$ cat src/rtl/sm4_cbc_chainer_pkg.sv
`default_nettype none
// +----------------------------------------------------------------------------+
// | Module : sm4_cbc_chainer_pkg                                               |
// | Brief  : Shared types and encodings for the SM4 CBC chaining wrapper.      |
// | Rev    : 1.0  initial release                                              |
// +----------------------------------------------------------------------------+
package sm4_cbc_chainer_pkg;

    typedef logic [127:0] sm4_block_t;

    typedef enum logic [1:0] {
        ST_IDLE  = 2'd0,
        ST_ISSUE = 2'd1,
        ST_WAIT  = 2'd2,
        ST_OUT   = 2'd3
    } cbc_state_e;

    // Encoding presented on the core's encode_or_decode input
    localparam logic e_sm4_encrypt = 1'b0;
    localparam logic e_sm4_decrypt = 1'b1;

endpackage
`default_nettype wire

$ cat src/rtl/sm4_cbc_chainer.sv
`default_nettype none
// +----------------------------------------------------------------------------+
// | Module : sm4_cbc_chainer                                                   |
// | Brief  : CBC/ECB front and back end around an SM4 core, one block in flight|
// | Rev    : 1.0  initial release                                              |
// +----------------------------------------------------------------------------+
module sm4_cbc_chainer
    import sm4_cbc_chainer_pkg::*;
#(
    parameter bit enable_cbc_p = 1'b1
) (
    input  logic         clk_i,
    input  logic         reset_i,
    input  logic [127:0] data_i,
    input  logic [127:0] key_i,
    input  logic [127:0] iv_i,
    input  logic         decrypt_i,
    input  logic         first_i,
    input  logic         v_i,
    output logic         ready_o,
    output logic [127:0] data_o,
    output logic         v_o,
    input  logic         yumi_i,
    output logic [127:0] core_content_o,
    output logic [127:0] core_key_o,
    output logic         core_encode_or_decode_o,
    output logic         core_v_o,
    input  logic         core_ready_i,
    input  logic [127:0] core_crypt_i,
    input  logic         core_v_i,
    output logic         core_yumi_o,
    output logic         core_invalid_cache_o
);

    cbc_state_e r_state;
    cbc_state_e w_state_nxt;
    sm4_block_t r_data;
    sm4_block_t r_chain;
    sm4_block_t r_key;
    sm4_block_t r_data_o;
    logic       r_mode;
    logic       r_key_valid;
    logic       r_invalid;
    sm4_block_t w_chain;
    logic       w_key_change;

    // ECB build forces every chain XOR operand to zero
    assign w_chain      = enable_cbc_p ? r_chain : '0;
    assign w_key_change = !r_key_valid || (key_i != r_key);

    always_comb begin
        w_state_nxt    = r_state;
        ready_o        = 1'b0;
        v_o            = 1'b0;
        core_v_o       = 1'b0;
        core_yumi_o    = 1'b0;
        core_content_o = r_mode ? r_data : (r_data ^ w_chain);
        case (r_state)
            ST_IDLE: begin
                ready_o = 1'b1;
                if (v_i) w_state_nxt = ST_ISSUE;
            end
            ST_ISSUE: begin
                core_v_o = 1'b1;
                if (core_ready_i) w_state_nxt = ST_WAIT;
            end
            ST_WAIT: begin
                core_yumi_o = core_v_i;
                if (core_v_i) w_state_nxt = ST_OUT;
            end
            ST_OUT: begin
                v_o = 1'b1;
                if (yumi_i) w_state_nxt = ST_IDLE;
            end
            default: w_state_nxt = ST_IDLE;
        endcase
    end

    always_ff @(posedge clk_i) begin
        if (reset_i) begin
            r_state     <= ST_IDLE;
            r_data      <= '0;
            r_chain     <= '0;
            r_key       <= '0;
            r_data_o    <= '0;
            r_mode      <= 1'b0;
            r_key_valid <= 1'b0;
            r_invalid   <= 1'b0;
        end else begin
            r_state   <= w_state_nxt;
            r_invalid <= 1'b0;
            case (r_state)
                ST_IDLE: begin
                    if (v_i) begin
                        r_data <= data_i;
                        if (first_i) begin
                            r_chain     <= iv_i;
                            r_mode      <= decrypt_i;
                            r_key       <= key_i;
                            r_key_valid <= 1'b1;
                            r_invalid   <= w_key_change;
                        end
                    end
                end
                ST_WAIT: begin
                    // Decrypt chains on the received ciphertext, encrypt on the produced one
                    if (core_v_i) begin
                        if (r_mode) begin
                            r_data_o <= core_crypt_i ^ w_chain;
                            r_chain  <= r_data;
                        end else begin
                            r_data_o <= core_crypt_i;
                            r_chain  <= core_crypt_i;
                        end
                    end
                end
                default: ;
            endcase
        end
    end

    assign data_o                  = r_data_o;
    assign core_key_o              = r_key;
    assign core_invalid_cache_o    = r_invalid;
    assign core_encode_or_decode_o = r_mode ? e_sm4_decrypt : e_sm4_encrypt;

endmodule
`default_nettype wire

$ cat config.mk
export PLATFORM = sky130hd
export DESIGN_NAME = sm4_cbc_chainer
export DESIGN_NICKNAME = d
export VERILOG_FILES = /design/src/rtl/sm4_cbc_chainer_pkg.sv /design/src/rtl/sm4_cbc_chainer.sv
export SDC_FILE = /design/constraint.sdc
export NUM_CORES = 2
export LEC_CHECK = 0
export ABC_AREA = 1
export CORE_AREA = 8 8 352 354
export CTS_BUF_LIST = sky130_fd_sc_hd__clkbuf_8
export DETAILED_ROUTE_END_ITERATION = 10
export DIE_AREA = 0 0 360 362
export GPL_TIMING_DRIVEN = 0
export HOLD_SLACK_MARGIN = 0.12
export RECOVER_POWER = 100
export SLEW_MARGIN = 20
export SYNTH_ARGS = -nofsm -noshare
export SYNTH_HDL_FRONTEND = slang
export SYNTH_SLANG_ARGS = --single-unit
$ cat constraint.sdc
create_clock -name clk_i -period 2.3 [get_ports clk_i]
set_input_delay 0.23 -clock clk_i [delete_from_list [all_inputs] [get_ports clk_i]]
set_output_delay 0.23 -clock clk_i [all_outputs]
set_load 0.02 [all_outputs]
**Word level (Yosys, flattened, before mapping)**

Cells that the tools add are included.

- Register bits after elaboration: 517
- Bits in latches: 0
- Bits in writable memories: 0
- Memory bits (read-only): 0
- Output and inout bits: 390
- Memories kept: 0

- Add/sub/neg operators: 0
- $mul: 0
- Div/mod/pow operators: 0
- $lt $le $gt $ge: 0
- Equality and inequality tests: 9
- Shifts and indexed selects: 0
- Mux-type cells: 17
- Bitwise operators: 5
- Reduce and logical (&&, ||, !) cells: 10

Operators by type and width:

| operator | count |
|---|---|
| 128-bit 2-to-1 mux | 6 |
| 128-bit one-hot mux with 2 select lines | 1 |
| 128-bit bitwise XOR | 2 |
| 128-bit inequality test | 1 |
| 2-bit inequality test, second input constant | 5 |
| 2-bit 2-to-1 mux | 4 |
| 2-bit one-hot mux with 4 select lines | 1 |
| 4-bit AND reduction | 2 |
| 1-bit 2-to-1 mux | 5 |
| 2-bit == test, second input constant | 2 |
| 2-bit AND reduction | 2 |
| 4-bit OR reduction | 1 |
| 1-bit NOT | 3 |
| 3-bit AND reduction | 1 |
| 2-bit by 1-bit == test with 1-bit output, second input constant | 1 |
| 2-bit zero test | 1 |
| 2-bit nonzero test | 1 |
| 1-bit zero test | 1 |
| 1-bit logical OR | 1 |

**Depth between registers and ports, before layout**

- Word-level depth: 3
- Gate-level depth with buffers: 12
- Mapped depth without buffers: 11

**Least setup slack after synthesis**

Ideal clock, no wire load.

- Path kind: reg-to-reg
- Start: register r_state[0]
- End: register r_key[101], in the netlist core_key_o[101]
- Setup time: 0.128 ns
- Data arrival time: 1.724 ns
- Data required time: 2.172 ns
- Slack: 0.448 ns
- Cell stages (with the launch flop): 10
- Buffers on the path: 3
- Cell sequence: dfxtp_1 > inv_1 > ha_1 > nand2_1 > inv_1 > nand2_1 > buf_2 > clkbuf_1 > clkbuf_1 > a21oi_1

- Longest elaborated chain between the ends: 2

RTL lines:

| element | line | RTL |
|---|---|---|
| from (decl) | sm4_cbc_chainer.sv:35 | `cbc_state_e r_state;` |
| from (signal assigned) | sm4_cbc_chainer.sv:90 | `r_state <= w_state_nxt;` |
| 2-bit zero test | sm4_cbc_chainer.sv:92 | `case (r_state)` |
| 3-bit AND reduction (no source line) | - |  |
| to (signal assigned) | sm4_cbc_chainer.sv:99 | `r_key <= key_i;` |
| to (decl) | sm4_cbc_chainer.sv:39 | `sm4_block_t r_key;` |

No other way between the ends.
A chain may end at the register's enable or synchronous reset.

**Worst setup path in the final report**

- Start: register r_mode
- End: output core_content_o[51]

- Longest elaborated chain between the ends: 1

RTL lines:

| element | line | RTL |
|---|---|---|
| from (decl) | sm4_cbc_chainer.sv:41 | `logic r_mode;` |
| from (signal assigned) | sm4_cbc_chainer.sv:98 | `r_mode <= decrypt_i;` |
| 128-bit 2-to-1 mux | sm4_cbc_chainer.sv:57 | `core_content_o = r_mode ? r_data : (r_data ^ w_chain);` |
| to (decl) | sm4_cbc_chainer.sv:24 | `output logic [127:0] core_content_o,` |

No other way between the ends.

==> metrics list <==
- Synthesis inferred 517 register bits.
- Measured along the x axis, the die boundary spans 360 um.
* Setup repair after global routing missed its margin: true
- Post-layout net count: 5682
* CTS sink count: 517
- DRC errors left: 0
* Violations in the final reports: setup timing
- Once detail routing completed, the nets flagged for antenna violations numbered 0.
- Router iterations before antenna repair: 7
- Primary FF master, synth: dfxtp_1
- Slowest stage cell, crit path: dfxtp_4
* Leakage power total: 19.1 nW
- The cell count after synthesis came out at 3852.
- Clock latency on the worst-skew pair, taken at its later pin, is 0.76 ns.
- Top post-synthesis cells by area: dfxtp_1 (38%), o21ai_0 (11%), nand2_1 (10%)
- Unique cell type count in the Yosys netlist: 29
* Syn_nets: 4376
* Boundary pin count: 910
- Wires add up to 169000 um.
- For the worst setup path, the data required time is 2.07 ns.
- Most frequent cell after synthesis: nand2_1
- Yosys top cell area share: 38.3%
* Average size of a mapped cell: 7.01 um^2
- Sequential share of the synthesized area: 38.3%
- The congestion estimate from routability-driven global placement came to 0.933.
* Crit. End Element: primary output
- For the pin with the worst max-slew slack, the measured transition is 1.05 ns.
- STA classifies the critical path startpoint as a flop.
* H-tree levels: 3
- Number of port buffers: 908
* Leading area contributor after synthesis: dfxtp_1
* Maximum count of clock buffers along a single path: 3
- Initial Utilization: 22.7%
- Yosys mapped a number of flops with a built-in enable equal to 0.
- The first global-routing pass estimated 230000 um of wire.
- Number of warnings issued by yosys: 0
- The number of antenna violations at the first check in global routing is 51.
* Hold Vio Cnt, Final: 0
- After synthesis, the most frequently instantiated cells are nand2_1 (719), o21ai_0 (610), dfxtp_1 (517).
* Worst slew margin: 29.7%
- Fraction of layout cells with a size suffix above 1: 14.9%
- The routed layout has 32400 vias.
- Core utilization of the finished layout: 38.0%
* Ordered cell list for the critical path: buf_12 > clkbuf_16 > buf_8 > buf_4 > nand2_4 > o21ai_4 > buf_6
- Async set-or-reset flop fraction in the synthesized netlist: 0%
- Maximum number of pins on one net before global-route repair: 16
- Setup ws final: -0.0487 ns
* Max Clk Rate: 426 MHz
* Core area: 119000 um^2
* Number of standard-cell rows in the floorplan: 127
- Setup-violating endpoint count in the final report: 24
* Total non-filler cell area in the finished layout: 45200 um^2
- Height of the chip: 362 um
- The count of pins over their slew limit came to 0.
- Critical path data arrival time: 2.12 ns
- Summed instance area of the synthesized netlist: 27000 um^2
* Clk_skew: 0.0481 ns
- Of the available clock period, the critical path in the final layout requires 102%.
- The root buffer cell chosen for the clock tree is clkbuf_8.
- After detailed routing, the number of vias per cell comes to 4.76.
- The worst setup path is of the flop to primary output kind.
- Clock-pin slew was measured on the worst setup and hold paths at 0.06 ns.
* Placed wire-length estimate after detailed placement: 129000 um
- Via count of the first global-routing pass: 31600
- TritonCTS clock tree: yes
- TritonCTS buffer count: 102
- Peak supply drop: 0.666 mV
* Largest stage delay on the critical path: 0.39 ns
- Power density over the cells: 1170 nW/um^2
- Compared with the post-synthesis result, the final layout area differs by 67.3%.
* DP Area: 38100 um^2
- Classification of the worst-slack hold path: input port to flop
- After the first detailed-routing iteration, the DRC count stood at 2606.
- GRT Overall Usage: 24.0%
* Run status: finished with violations
- Max Cap Violations: 0
* Average detailed-routed wire length per instance: 24.8 um
* Full die area: 130000 um^2
* Time the final worst path needs with I/O delays and setup: 2.35 ns
- Largest fanout on the critical path: 7
- Total congestion overflow: 0
-- placed cells by master (no fill, tap or decap), drive strengths merged, types with 252 or more instances in the layout --
| cell | synthesis | routed |
|---|---|---|
| dfxtp | 517 | 517 |
| clkbuf | 165 | 303 |
| o21ai | 610 | 610 |
| buf | 91 | 253 |
| clkdlybuf4s50 | 0 | 774 |
| nand2 | 719 | 719 |
| inv | 464 | 510 |
| nor2 | 453 | 453 |
| dlygate4sd3 | 0 | 252 |
| a21oi | 345 | 345 |
-- state kept, by name, indices dropped and copies added (netlist names) --
name	count
r_key_valid	1
r_chain	128
core_key_o	128
data_o	128
r_mode	1
core_invalid_cache_o	1
r_state	2
r_data	128
-- worst max-delay path: cells and delay by family (launching register included) --
| family | cells | cell delay (ns) |
|---|---|---|
| and+or+nand+nor | 1 | 0.05 |
| AOI/OAI and AO/OA | 1 | 0.07 |
| DFF | 1 | 0.39 |
| buffers and inverters | 5 | 0.83 |
-- worst paths after layout --
check / endpoint / slack [ns] / depth (start not counted) / startpoint
worst max-delay path: core_content_o[51] / -0.05 / 7 / r_mode$_SDFFE_PP0P_
worst min-delay path: r_data[59]$_SDFFE_PP0P_ / 0.19 / 3 / data_i[59]
worst max register to register: r_chain[40]$_SDFFE_PP0P_ / 0.08 / 12 / r_state[0]$_SDFFE_PP0P_
worst min register to register: core_key_o[24]$_SDFFE_PP0P_ / 0.48 / 2 / core_key_o[24]$_SDFFE_PP0P_
-- cell type report --
| cell class | instances | area (um^2) |
|---|---|---|
| fillers | 12400 | 73500 |
| multi-input cells | 2615 | 14800 |
| repair buffers | 1204 | 12300 |
| flip-flops and latches | 517 | 10400 |
| well taps | 1548 | 1940 |
| clock buffers | 130 | 1790 |
| plain buffers | 254 | 1780 |
| inverters | 464 | 1770 |
| clock inverters | 58 | 338 |
| diodes | 25 | 62.6 |
-- metal layers --
| metal | vias up | routed length [um] | global-route usage (%) |
|---|---|---|---|
| met5 | - | 131 | 0 |
| met4 | 20 | 7530 | 9.40 |
| met3 | 358 | 15200 | 6.13 |
| met2 | 1431 | 77700 | 39.8 |
| met1 | 15500 | 68500 | 29.8 |
| li1 | 15100 | - | - |
-- report_power, final --
group | switching (mW) | internal (mW)
logic | 17.1 | 11.7
registers | 2.51 | 11.6
clock network | 4.62 | 5.32
total | 24.2 | 28.6
-- through the flow --
step           std cells  power [mW]  setup TNS (ns)  setup slack, ns  hold WS (ns)
6_report            6815        52.9          -0.561          -0.0487         0.187
3_3_place_gp        6308        39.3         -492.15            -1.57         0.461
5_1_grt             6803        55.6          -12.77           -0.177         0.167
4_1_cts             6759        50.1          -22.34           -0.190         0.120
2_1_floorplan       3852        26.9               0            0.448         0.374
3_5_place_dp        6311        39.5         -305.49            -1.43         0.472
-- cells by family (layout without fill, tap and decap cells) --
logic type | Yosys count | in the layout | share of synthesized area (%)
AO/OA/AOI/OAI | 1154 | 1154 | 25.7
XOR/XNOR | 254 | 254 | 8.24
adder cells (fa/ha/maj) | 4 | 4 | 0.185
buffers and inverters | 720 | 2110 | 10.6
flip-flops | 517 | 517 | 38.3
multiplexers | 1 | 1 | 0.0371
other | 0 | 25 | 0
AND/OR/NAND/NOR | 1202 | 1202 | 16.9
-- what timing repair did --
action | 4_1_cts | 5_1_grt
hold endpoints to repair | 252 | 0
buffers inserted | 7 | 20
hold buffers | 252 | 0
pin swaps | 1 | 12
resized for setup | 1038 | 522
endpoints found under the setup margin | 567 | 526
gates cloned | 1 | 14
Note: power is estimated with default switching activity, not from simulation.
